$ cat config.mk
export PLATFORM = sky130hd
export DESIGN_NAME = fwd_round_tf
export DESIGN_NICKNAME = d
export VERILOG_FILES = /design/src/rtl/fwd_round_tf.sv
export SDC_FILE = /design/constraint.sdc
export NUM_CORES = 1
export LEC_CHECK = 0
export CORE_UTILIZATION = 52
export DETAILED_ROUTE_END_ITERATION = 6
export GPL_TIMING_DRIVEN = 0
export PLACE_DENSITY = 0.84
export SETUP_SLACK_MARGIN = 0.1
export SLEW_MARGIN = 20
export SYNTH_ARGS = -nofsm -noshare
export SYNTH_HDL_FRONTEND = slang
export SYNTH_SLANG_ARGS = --single-unit
$ cat constraint.sdc
create_clock -name clk -period 16.3 [get_ports clk]
set_input_delay 2.445 -clock clk [delete_from_list [all_inputs] [get_ports clk]]
set_output_delay 2.445 -clock clk [all_outputs]
set_load 0.02 [all_outputs]
$ cat src/rtl/fwd_round_tf.sv
// Forward AES round without key addition: SubBytes (tower-field S-box), ShiftRows, optional MixColumns.
// Define FWD_ROUND_TF_PARALLEL_SBOX_EN for 16 S-boxes and one SUB cycle; the default build uses 4 shared S-boxes.
module fwd_round_tf (
    input  logic         clk,
    input  logic         rst,
    input  logic         start_i,
    input  logic [127:0] s_i,
    input  logic         bypass_mc_i,
    output logic [127:0] s_o,
    output logic         done_o,
    output logic         busy_o
);

    localparam logic [1:0] IDLE = 2'd0;
    localparam logic [1:0] SUB  = 2'd1;
    localparam logic [1:0] MIX  = 2'd2;

    // GF(16) = GF(2)[x]/(x^4+x+1); GF(256) = GF(16)[y]/(y^2+y+LAMBDA), trace(LAMBDA)=1 so irreducible
    localparam logic [3:0] LAMBDA = 4'hC;

    function automatic logic [7:0] gf8_mul(input logic [7:0] a, input logic [7:0] b);
        logic [7:0] acc;
        logic [7:0] x;
        acc = 8'h00;
        x   = a;
        for (int i = 0; i < 8; i++) begin
            acc = acc ^ (b[i] ? x : 8'h00);
            x   = {x[6:0], 1'b0} ^ (x[7] ? 8'h1B : 8'h00);
        end
        return acc;
    endfunction

    function automatic logic [3:0] gf4_mul(input logic [3:0] a, input logic [3:0] b);
        logic [3:0] acc;
        logic [3:0] x;
        acc = 4'h0;
        x   = a;
        for (int i = 0; i < 4; i++) begin
            acc = acc ^ (b[i] ? x : 4'h0);
            x   = {x[2:0], 1'b0} ^ (x[3] ? 4'h3 : 4'h0);
        end
        return acc;
    endfunction

    // d^14 = d^-1 for d != 0, and 0 maps to 0
    function automatic logic [3:0] gf4_inv(input logic [3:0] d);
        logic [3:0] d2;
        logic [3:0] d4;
        logic [3:0] d8;
        d2 = gf4_mul(d, d);
        d4 = gf4_mul(d2, d2);
        d8 = gf4_mul(d4, d4);
        return gf4_mul(gf4_mul(d2, d4), d8);
    endfunction

    // Column j of m (8 bits at [8j+7:8j]) is the image of input bit j
    function automatic logic [7:0] lin_map(input logic [63:0] m, input logic [7:0] x);
        logic [7:0] r;
        r = 8'h00;
        for (int j = 0; j < 8; j++) begin
            r = r ^ (x[j] ? m[8*j +: 8] : 8'h00);
        end
        return r;
    endfunction

    // Isomorphism basis is derived at elaboration: alpha is a root of x^4+x+1 and beta of y^2+y+lambda
    function automatic logic [7:0] find_alpha();
        logic [7:0] r;
        logic [7:0] c;
        logic [7:0] c2;
        r = 8'h00;
        for (int i = 2; i < 256; i++) begin
            c  = 8'(i);
            c2 = gf8_mul(c, c);
            if ((r == 8'h00) && ((gf8_mul(c2, c2) ^ c ^ 8'h01) == 8'h00)) r = c;
        end
        return r;
    endfunction

    function automatic logic [7:0] embed4(input logic [3:0] k, input logic [7:0] alpha);
        logic [7:0] r;
        logic [7:0] pw;
        r  = 8'h00;
        pw = 8'h01;
        for (int i = 0; i < 4; i++) begin
            r  = r ^ (k[i] ? pw : 8'h00);
            pw = gf8_mul(pw, alpha);
        end
        return r;
    endfunction

    function automatic logic [7:0] find_beta(input logic [7:0] lam);
        logic [7:0] r;
        logic [7:0] c;
        r = 8'h00;
        for (int i = 2; i < 256; i++) begin
            c = 8'(i);
            if ((r == 8'h00) && ((gf8_mul(c, c) ^ c ^ lam) == 8'h00)) r = c;
        end
        return r;
    endfunction

    function automatic logic [63:0] build_to_aes(input logic [7:0] alpha, input logic [7:0] beta);
        logic [63:0] m;
        logic [7:0]  pw;
        m  = 64'h0;
        pw = 8'h01;
        for (int j = 0; j < 4; j++) begin
            m[8*j +: 8]     = pw;
            m[8*(j+4) +: 8] = gf8_mul(pw, beta);
            pw              = gf8_mul(pw, alpha);
        end
        return m;
    endfunction

    function automatic logic [63:0] build_to_twr(input logic [63:0] to_aes);
        logic [63:0] m;
        logic [7:0]  img;
        m = 64'h0;
        for (int i = 1; i < 256; i++) begin
            img = lin_map(to_aes, 8'(i));
            for (int b = 0; b < 8; b++) begin
                if (img == (8'h01 << b)) m[8*b +: 8] = 8'(i);
            end
        end
        return m;
    endfunction

    localparam logic [7:0]  ALPHA  = find_alpha();
    localparam logic [7:0]  BETA   = find_beta(embed4(LAMBDA, ALPHA));
    localparam logic [63:0] TO_AES = build_to_aes(ALPHA, BETA);
    localparam logic [63:0] TO_TWR = build_to_twr(TO_AES);

    // (hY+l)^-1 = (h*dinv)Y + (h^l)*dinv with norm d = h^2*lambda + h*l + l^2
    function automatic logic [7:0] sbox(input logic [7:0] x);
        logic [7:0] t;
        logic [7:0] inv;
        logic [3:0] h;
        logic [3:0] l;
        logic [3:0] di;
        t   = lin_map(TO_TWR, x);
        h   = t[7:4];
        l   = t[3:0];
        di  = gf4_inv(gf4_mul(gf4_mul(h, h), LAMBDA) ^ gf4_mul(h, l) ^ gf4_mul(l, l));
        inv = lin_map(TO_AES, {gf4_mul(h, di), gf4_mul(h ^ l, di)});
        return inv ^ {inv[6:0], inv[7]} ^ {inv[5:0], inv[7:6]} ^ {inv[4:0], inv[7:5]}
                   ^ {inv[3:0], inv[7:4]} ^ 8'h63;
    endfunction

    function automatic logic [7:0] xtime(input logic [7:0] a);
        return {a[6:0], 1'b0} ^ (a[7] ? 8'h1B : 8'h00);
    endfunction

    function automatic logic [31:0] mix_col(input logic [31:0] c);
        logic [7:0] a0, a1, a2, a3;
        a0 = c[31:24];
        a1 = c[23:16];
        a2 = c[15:8];
        a3 = c[7:0];
        return {xtime(a0) ^ xtime(a1) ^ a1 ^ a2 ^ a3,
                a0 ^ xtime(a1) ^ xtime(a2) ^ a2 ^ a3,
                a0 ^ a1 ^ xtime(a2) ^ xtime(a3) ^ a3,
                xtime(a0) ^ a0 ^ a1 ^ a2 ^ xtime(a3)};
    endfunction

    function automatic logic [127:0] shift_rows(input logic [127:0] s);
        logic [127:0] o;
        o = 128'h0;
        for (int c = 0; c < 4; c++) begin
            for (int r = 0; r < 4; r++) begin
                o[127 - 8*(4*c + r) -: 8] = s[127 - 8*(4*((c + r) % 4) + r) -: 8];
            end
        end
        return o;
    endfunction

    logic [1:0]   state_q,  state_d;
    logic [1:0]   cnt_q,    cnt_d;
    logic [127:0] st_q,     st_d;
    logic         bypass_q, bypass_d;
    logic [127:0] s_o_q,    s_o_d;
    logic         done_q,   done_d;
    logic         busy_q,   busy_d;
    logic [127:0] sub_s;
    logic [127:0] sr_s;
    logic [127:0] round_s;

`ifdef FWD_ROUND_TF_PARALLEL_SBOX_EN
    // Substitute all sixteen bytes at once
    always_comb begin
        sub_s = 128'h0;
        for (int k = 0; k < 16; k++) begin
            sub_s[127 - 8*k -: 8] = sbox(st_q[127 - 8*k -: 8]);
        end
    end
`else
    logic [31:0] col_in_s;
    logic [31:0] col_out_s;

    // Substitute the column selected by the counter through four shared S-boxes
    always_comb begin
        case (cnt_q)
            2'd0:    col_in_s = st_q[127:96];
            2'd1:    col_in_s = st_q[95:64];
            2'd2:    col_in_s = st_q[63:32];
            2'd3:    col_in_s = st_q[31:0];
            default: col_in_s = 32'h0;
        endcase
        col_out_s = {sbox(col_in_s[31:24]), sbox(col_in_s[23:16]),
                     sbox(col_in_s[15:8]),  sbox(col_in_s[7:0])};
        sub_s = st_q;
        case (cnt_q)
            2'd0:    sub_s[127:96] = col_out_s;
            2'd1:    sub_s[95:64]  = col_out_s;
            2'd2:    sub_s[63:32]  = col_out_s;
            2'd3:    sub_s[31:0]   = col_out_s;
            default: sub_s         = st_q;
        endcase
    end
`endif

    // ShiftRows then MixColumns unless the final-round bypass was latched
    always_comb begin
        sr_s = shift_rows(st_q);
        if (bypass_q) begin
            round_s = sr_s;
        end else begin
            round_s = {mix_col(sr_s[127:96]), mix_col(sr_s[95:64]),
                       mix_col(sr_s[63:32]),  mix_col(sr_s[31:0])};
        end
    end

    // Round sequencer: IDLE -> SUB -> MIX -> IDLE
    always_comb begin
        state_d  = state_q;
        cnt_d    = cnt_q;
        st_d     = st_q;
        bypass_d = bypass_q;
        s_o_d    = s_o_q;
        done_d   = 1'b0;
        case (state_q)
            IDLE: begin
                if (start_i) begin
                    st_d     = s_i;
                    bypass_d = bypass_mc_i;
                    cnt_d    = 2'd0;
                    state_d  = SUB;
                end else begin
                    state_d  = IDLE;
                end
            end
            SUB: begin
                st_d = sub_s;
`ifdef FWD_ROUND_TF_PARALLEL_SBOX_EN
                state_d = MIX;
`else
                if (cnt_q == 2'd3) begin
                    cnt_d   = 2'd0;
                    state_d = MIX;
                end else begin
                    cnt_d   = cnt_q + 2'd1;
                    state_d = SUB;
                end
`endif
            end
            MIX: begin
                s_o_d   = round_s;
                done_d  = 1'b1;
                state_d = IDLE;
            end
            default: begin
                cnt_d   = 2'd0;
                state_d = IDLE;
            end
        endcase
        busy_d = (state_d != IDLE);
    end

    // State and output registers with synchronous reset
    always_ff @(posedge clk) begin
        if (rst) begin
            state_q  <= IDLE;
            cnt_q    <= 2'd0;
            st_q     <= 128'h0;
            bypass_q <= 1'b0;
            s_o_q    <= 128'h0;
            done_q   <= 1'b0;
            busy_q   <= 1'b0;
        end else begin
            state_q  <= state_d;
            cnt_q    <= cnt_d;
            st_q     <= st_d;
            bypass_q <= bypass_d;
            s_o_q    <= s_o_d;
            done_q   <= done_d;
            busy_q   <= busy_d;
        end
    end

    assign s_o    = s_o_q;
    assign done_o = done_q;
    assign busy_o = busy_q;

endmodule

Word level (Yosys, flattened, before mapping)
Cells that the tools add are included.
Widths: inputs -> output; s select.
{"block": "classes", "eq_ne": 10, "n_addsub": 1, "mux": 351, "reduce_logical": 10, "n_bitwise": 389}
{"cell": "$xor 8x8->8", "n": 90}
{"cell": "$mux 4", "n": 160}
{"cell": "$xor 4x4->4", "n": 136}
{"cell": "$xor 4x2->4", "n": 96}
{"cell": "$mux 128", "n": 2}
{"cell": "$pmux 128 s2", "n": 1}
{"cell": "$mux 2", "n": 99}
{"cell": "$mux 7", "n": 24}
{"cell": "$mux 32", "n": 4}
{"cell": "$mux 8", "n": 16}
{"cell": "$pmux 32 s4", "n": 1}
{"cell": "$xor 8x5->8", "n": 14}
{"cell": "$xor 8x7->8", "n": 12}
{"cell": "$mux 5", "n": 16}
{"cell": "$mux 6", "n": 12}
{"cell": "$xor 7x8->8", "n": 8}
{"cell": "$xor 8x3->8", "n": 4}
{"cell": "$xor 8x6->8", "n": 4}
{"cell": "$xor 1x7->7", "n": 4}
{"cell": "$xor 6x7->7", "n": 4}
{"cell": "$xor 7x6->7", "n": 4}
{"cell": "$xor 7x7->7", "n": 4}
{"cell": "$xor 1x6->6", "n": 4}
{"cell": "$not 4->4", "n": 4}
{"cell": "other kinds (14)", "n": 38}
{"block": "totals", "inputBits": 132, "wordCells": 771, "output_inout_bits": 130, "regBits": 263}

Longest topological paths before layout
Gate-level depths: netlist of the first run.
{"block": "depth", "word_depth": 74, "mapped_depth": 49}

Worst setup path after synthesis of the first run
No wires, ideal clock.
{"block": "synth_path", "path_type": "register to register", "from": "register cnt_q[0]", "to": "register st_q[101]", "period_less_slack_ns": 10.423, "path_buffers": 8, "t_arrival_ns": 10.289, "setup_slack_ns": 5.877, "setup_time_ns": 0.134, "path_stages_with_launch": 46, "path_cell_list": "dfxtp_1 -> inv_1 -> ha_1 -> buf_2 -> inv_2 -> buf_2 -> buf_4 -> buf_4 -> buf_2 -> mux2i_1 -> xnor2_1 -> xnor2_1 -> xnor2_1 -> inv_1 -> ha_1 -> nor2_1 -> xnor2_1 -> xnor2_1 -> (+10 left out) -> xnor3_1 -> ha_1 -> xnor2_1 -> xor2_1 -> o21ai_0 -> o211ai_1 -> o311ai_0 -> a22oi_1 -> xnor3_1 -> buf_2 -> nand2_1 -> mux2i_1 -> a31oi_1 -> nor4_1 -> xor2_1 -> xnor3_1 -> nand2_1 -> a31oi_1"}
{"block": "synth_between", "elab_chain_len": 64, "elab_cells_between_ends": 165, "cone_classes": "eq/ne (4); mux (82); bitwise (77); reduce/logical (2)"}
{"item": "start: declaration", "line_no": "178", "source": "logic [1:0] cnt_q, cnt_d;"}
{"item": "start signal: assignment", "line_no": "291", "source": "cnt_q <= cnt_d;"}
{"item": "$eq 2x2->1, or another cell as far along", "line_no": "202", "source": "case (cnt_q)"}
{"item": "$pmux 32 s4", "line_no": "202"}
{"item": "$mux 6", "line_no": "61", "source": "r = r ^ (x[j] ? m[8*j +: 8] : 8'h00);"}
{"item": "$xor 1x6->6", "line_no": "61"}
{"item": "$xor 6x7->7", "line_no": "61"}
{"item": "$xor 7x7->7", "line_no": "61"}
{"item": "$xor 7x6->7", "line_no": "61"}
{"item": "$xor 7x8->8", "line_no": "61"}
{"item": "(+46 left out)"}
{"item": "$xor 8x7->8", "line_no": "61"}
{"item": "$xor 8x3->8", "line_no": "61"}
{"item": "$xor 8x7->8", "line_no": "61"}
{"item": "$xor 8x8->8 (3 in a row)", "line_no": "146", "source": "return inv ^ {inv[6:0], inv[7]} ^ {inv[5:0], inv[7:6]} ^ {inv[4:0], inv[7:5]}"}
{"item": "$xor 8x8->8", "line_no": "147", "source": "^ {inv[3:0], inv[7:4]} ^ 8'h63;"}
{"item": "$not 4->4 (no line)"}
{"item": "$mux 32", "line_no": "212", "source": "case (cnt_q)"}
{"item": "$pmux 128 s2", "line_no": "241", "source": "case (state_q)"}
{"item": "end signal: assignment", "line_no": "292", "source": "st_q <= st_d;"}
{"item": "end: declaration", "line_no": "179", "source": "logic [127:0] st_q, st_d;"}
Several ways; a longest one is shown, not always the timed one. The select of a mux whose other input is x is not followed.
A chain may end at the register's enable or synchronous reset.

Final worst setup path of the first run
{"block": "layout_path", "from": "register cnt_q[0]", "to": "register st_q[96]"}
{"block": "layout_between", "elab_chain_len": 64, "elab_cells_between_ends": 165, "cone_classes": "eq/ne (4); mux (82); bitwise (77); reduce/logical (2)"}
{"item": "$eq 2x2->1, or another cell as far along", "line_no": "202"}
{"item": "$pmux 32 s4", "line_no": "202"}
{"item": "$mux 6", "line_no": "61"}
{"item": "$xor 1x6->6", "line_no": "61"}
{"item": "$xor 6x7->7", "line_no": "61"}
{"item": "$xor 7x7->7", "line_no": "61"}
{"item": "$xor 7x6->7", "line_no": "61"}
{"item": "$xor 7x8->8", "line_no": "61"}
{"item": "(+46 left out)"}
{"item": "$xor 8x7->8", "line_no": "61"}
{"item": "$xor 8x3->8", "line_no": "61"}
{"item": "$xor 8x7->8", "line_no": "61"}
{"item": "$xor 8x8->8 (3 in a row)", "line_no": "146"}
{"item": "$xor 8x8->8", "line_no": "147"}
{"item": "$not 4->4 (no line)"}
{"item": "$mux 32", "line_no": "212"}
{"item": "$pmux 128 s2", "line_no": "241"}
Several ways; a longest one is shown, not always the timed one. The select of a mux whose other input is x is not followed.

==> results.tsv, run 1 <==
metric	value	unit
H-Tree Depth	1	
Worst Tran Pin Value	1.105	ns
top_reg_cell synth	dfxtp_1	
slowest cell on the critical path	clkbuf_1	
Final Setup Violations	0	
PostCTS Resize Cnt	0	
Clock Latency Late Sink	0.60	ns
Seq cells post-synth	263	
Critical Path AT	14.51	ns
Crit Path Class	reg2reg	
Post-DRT Antenna Nets	0	
Initial Util	52.77	%
drt drc	57	
Synth Instances	3713	
Pre-antenna DRT Iters	7	
core area	54030	um^2
Mapped Nets	3915	
violated checks	DRC	
number of flops mapped to enable cells by yosys	0	
setup TNS	0	ns
Die W	236.1	um
CP max stage delay	0.69	ns
GRT Total Usage	38.83	%
number of I/O port buffers	261	
period utilization	86.32	%
layout cells sized above 1	5.463	%
Multi-input gate area	21580	um^2
Final Hold Viols	0	
Placer Congestion	1.064	
Post-Synth Simple-Gate Area	15.17	%
CTS Buf Count	30	
Filler cells	4829	
Most Frequent Cell on Critical Path	xnor2_1	
post-synthesis mux area share	3.318	%
Hold WC Path Type	reg2reg	
Synth Area in XOR/XNOR	30.97	%
Wirelength per Cell	23.84	um
CTS clk-pin slew, worst paths	0.07	ns
syn_area_per_cell	7.678	um^2
cts hold-fix bufs	0	
Max Slew Vio Count	0	
post-CTS setup buffer count	0	
design area	33010	um^2
Synth Area in Adders	3.248	%
Reg area	5265	um^2
Critical Path Fanout Max	13	
via/cell ratio	6.311	
clock root buffer	clkbuf_16	
TritonCTS clock tree	done	
row cnt	85	
Vias	29830	
largest family of logic cells by synthesized area	XOR/XNOR gates	
Overflow after GRT	0	
max-cap violations	0	
fin crit period	14.07	ns
Yosys cell types	112	
vias in the first global route	27240	
Clock Path Buffers	3	
compound-cell area share of the yosys netlist	22.98	%
first-pass GRT wire length	166.3	mm
WHS	0.5135	ns
Area Growth Syn to Fin	15.80	%
initial detailed-routing violation count	3637	
initial antenna violation count	1	
CTS Sinks	263	
I/O Pins	262	
crit start category	flop	
fmax	71.08	MHz
clk_skew	0.02406	ns
Total Wirelength	112.7	mm
Max-slew headroom	26.32	%
Final HPWL DP	88.21	mm
Post-Syn Area	28510	um^2
Critical Path End Type	flop	
post-place instance area	32000	um^2
Async SR Flop Fraction	0	%
fin nets	4209	
RSZ-0062 raised after global routing	false	
FF-to-FF path depth	45	
die height	236.1	um
post-synthesis sequential area ratio	18.47	%
die area	55760	um^2
hold path depth	2	
Syn. warnings	0	
status	finished, violations left	
Critical Path RT	16.74	ns
largest net degree at the start of global routing	16	
-- Yosys cell counts (8+ instances only) --
cell type	count	area (um^2)
xor2_1	194	1699
a211oi_2	8	100.1
nor3_1	61	305.3
inv_2	11	41.29
o211ai_1	154	1156
nor4_1	8	50.05
mux2i_1	61	610.6
or3_1	14	87.58
o32ai_1	9	78.83
o21a_1	16	120.1
o22ai_1	19	118.9
a21o_1	16	120.1
or2_2	8	50.05
and2_1	19	118.9
a22oi_1	9	67.56
a31oi_1	67	419.2
o21ai_0	309	1546
buf_1	19	71.32
mux2_2	19	214.0
nand3_1	59	295.3
and3_1	24	150.1
xnor2_1	604	5290
xnor3_1	42	945.9
buf_2	36	180.2
inv_1	61	229.0
nand2_1	401	1505
o21ai_1	23	115.1
and4_1	8	70.07
o2111ai_1	12	105.1
a211oi_1	25	187.7
xor3_1	8	190.2
nor2_1	299	1122
a221oi_1	11	96.34
ha_1	70	875.8
dfxtp_1	263	5265
a21oi_1	200	1001
o221ai_1	9	78.83
clkbuf_1	278	1044
xnor2_2	19	309.1
nand2b_1	18	112.6
nor2b_1	14	87.58
a222oi_1	32	320.3
-- per-layer routing --
layer	vias to the layer above	GRT usage, %	wire [um]
met5	-	0	13
met4	2	23.61	8048
met3	417	9.795	13230
met2	1859	59.60	48280
met1	14050	48.87	43100
li1	13490	-	-
-- layout make-up --
class / count / share of cell area [%]
clock inverter: 14 / 0.5344
antenna: 3 / 0.02274
buffer: 342 / 4.188
multi-input combinational: 3032 / 65.36
sequential: 263 / 15.95
inverter: 76 / 0.8642
tap: 696 / 2.638
timing repair buffer: 262 / 7.929
clock buffer: 38 / 2.517
-- state kept, by name, summed over array words and instances (netlist names) --
signal / flops
s_o: 128
busy_o: 1
state_q: 2
cnt_q: 2
done_o: 1
st_q: 128
bypass_q: 1
-- final timing paths --
kind | startpoint | endpoint | slack [ns]
setup reg to reg | cnt_q[0]$_SDFFE_PP0P_ | st_q[96]$_SDFFE_PP0P_ | 2.23
hold / removal | s_o[25]$_SDFFE_PP0P_ | s_o[25]$_SDFFE_PP0P_ | 0.51
hold reg to reg | s_o[25]$_SDFFE_PP0P_ | s_o[25]$_SDFFE_PP0P_ | 0.51
setup / recovery | cnt_q[0]$_SDFFE_PP0P_ | st_q[96]$_SDFFE_PP0P_ | 2.23
-- kinds of logic (layout without fill, tap and decap cells) --
kind of cell / count (synthesis) / after routing
AOI/OAI and AO/OA: 1009 / 1009
xor gates and xnor gates: 885 / 885
adders and majority gates: 75 / 75
buffers and inverters: 418 / 732
DFF: 263 / 263
muxes: 87 / 87
other: 0 / 3
and+or+nand+nor: 976 / 976
-- cell usage in the layout (no fill, tap or decap), types with 23 or more instances in the layout --
cell type	count
a211oi_1	25
a21oi_1	200
a222oi_1	32
a31oi_1	67
and3_1	24
buf_2	37
clkbuf_1	280
clkbuf_16	30
clkdlybuf4s50_1	261
dfxtp_1	263
ha_1	70
inv_1	61
mux2i_1	61
nand2_1	401
nand3_1	59
nor2_1	299
nor3_1	61
o211ai_1	154
o21ai_0	309
o21ai_1	23
xnor2_1	604
xnor3_1	42
xor2_1	194
-- through the flow --
step                instances  setup slack, ns  util [%]
floorplan                3713            5.877         -
global placement         4670            2.822     59.21
detailed placement       4671            2.640     59.22
CTS                      4723            2.555     61.09
global route             4723            1.356     61.09
finish                   4726            2.230     61.10
-- critical path, delay by kind of cell (launching register included) --
kind            cells  cell delay [ns]
compound gates      7             1.16
buf+inv            12             4.19
flops               1             0.36
fa+ha+maj           4             0.84
xor+xnor           17             6.24
simple gates        4             0.87
mux                 1             0.19
Power of run 1 is not shown: default switching activity piles up to over one toggle a cycle in this logic, so the estimate is an artifact.
==> inputs of run 2 (changes only) <==
==> constraint.sdc (replaced) <==
create_clock -name clk -period 16.3 [get_ports clk]
set_input_delay 1.63 -clock clk [delete_from_list [all_inputs] [get_ports clk]]
set_output_delay 1.63 -clock clk [all_outputs]
set_load 0.02 [all_outputs]
==> results of run 2 <==
Same layout as run 1: the final DEF is identical, and so are final timing and power.
Power of run 2 is left out for the same reason.
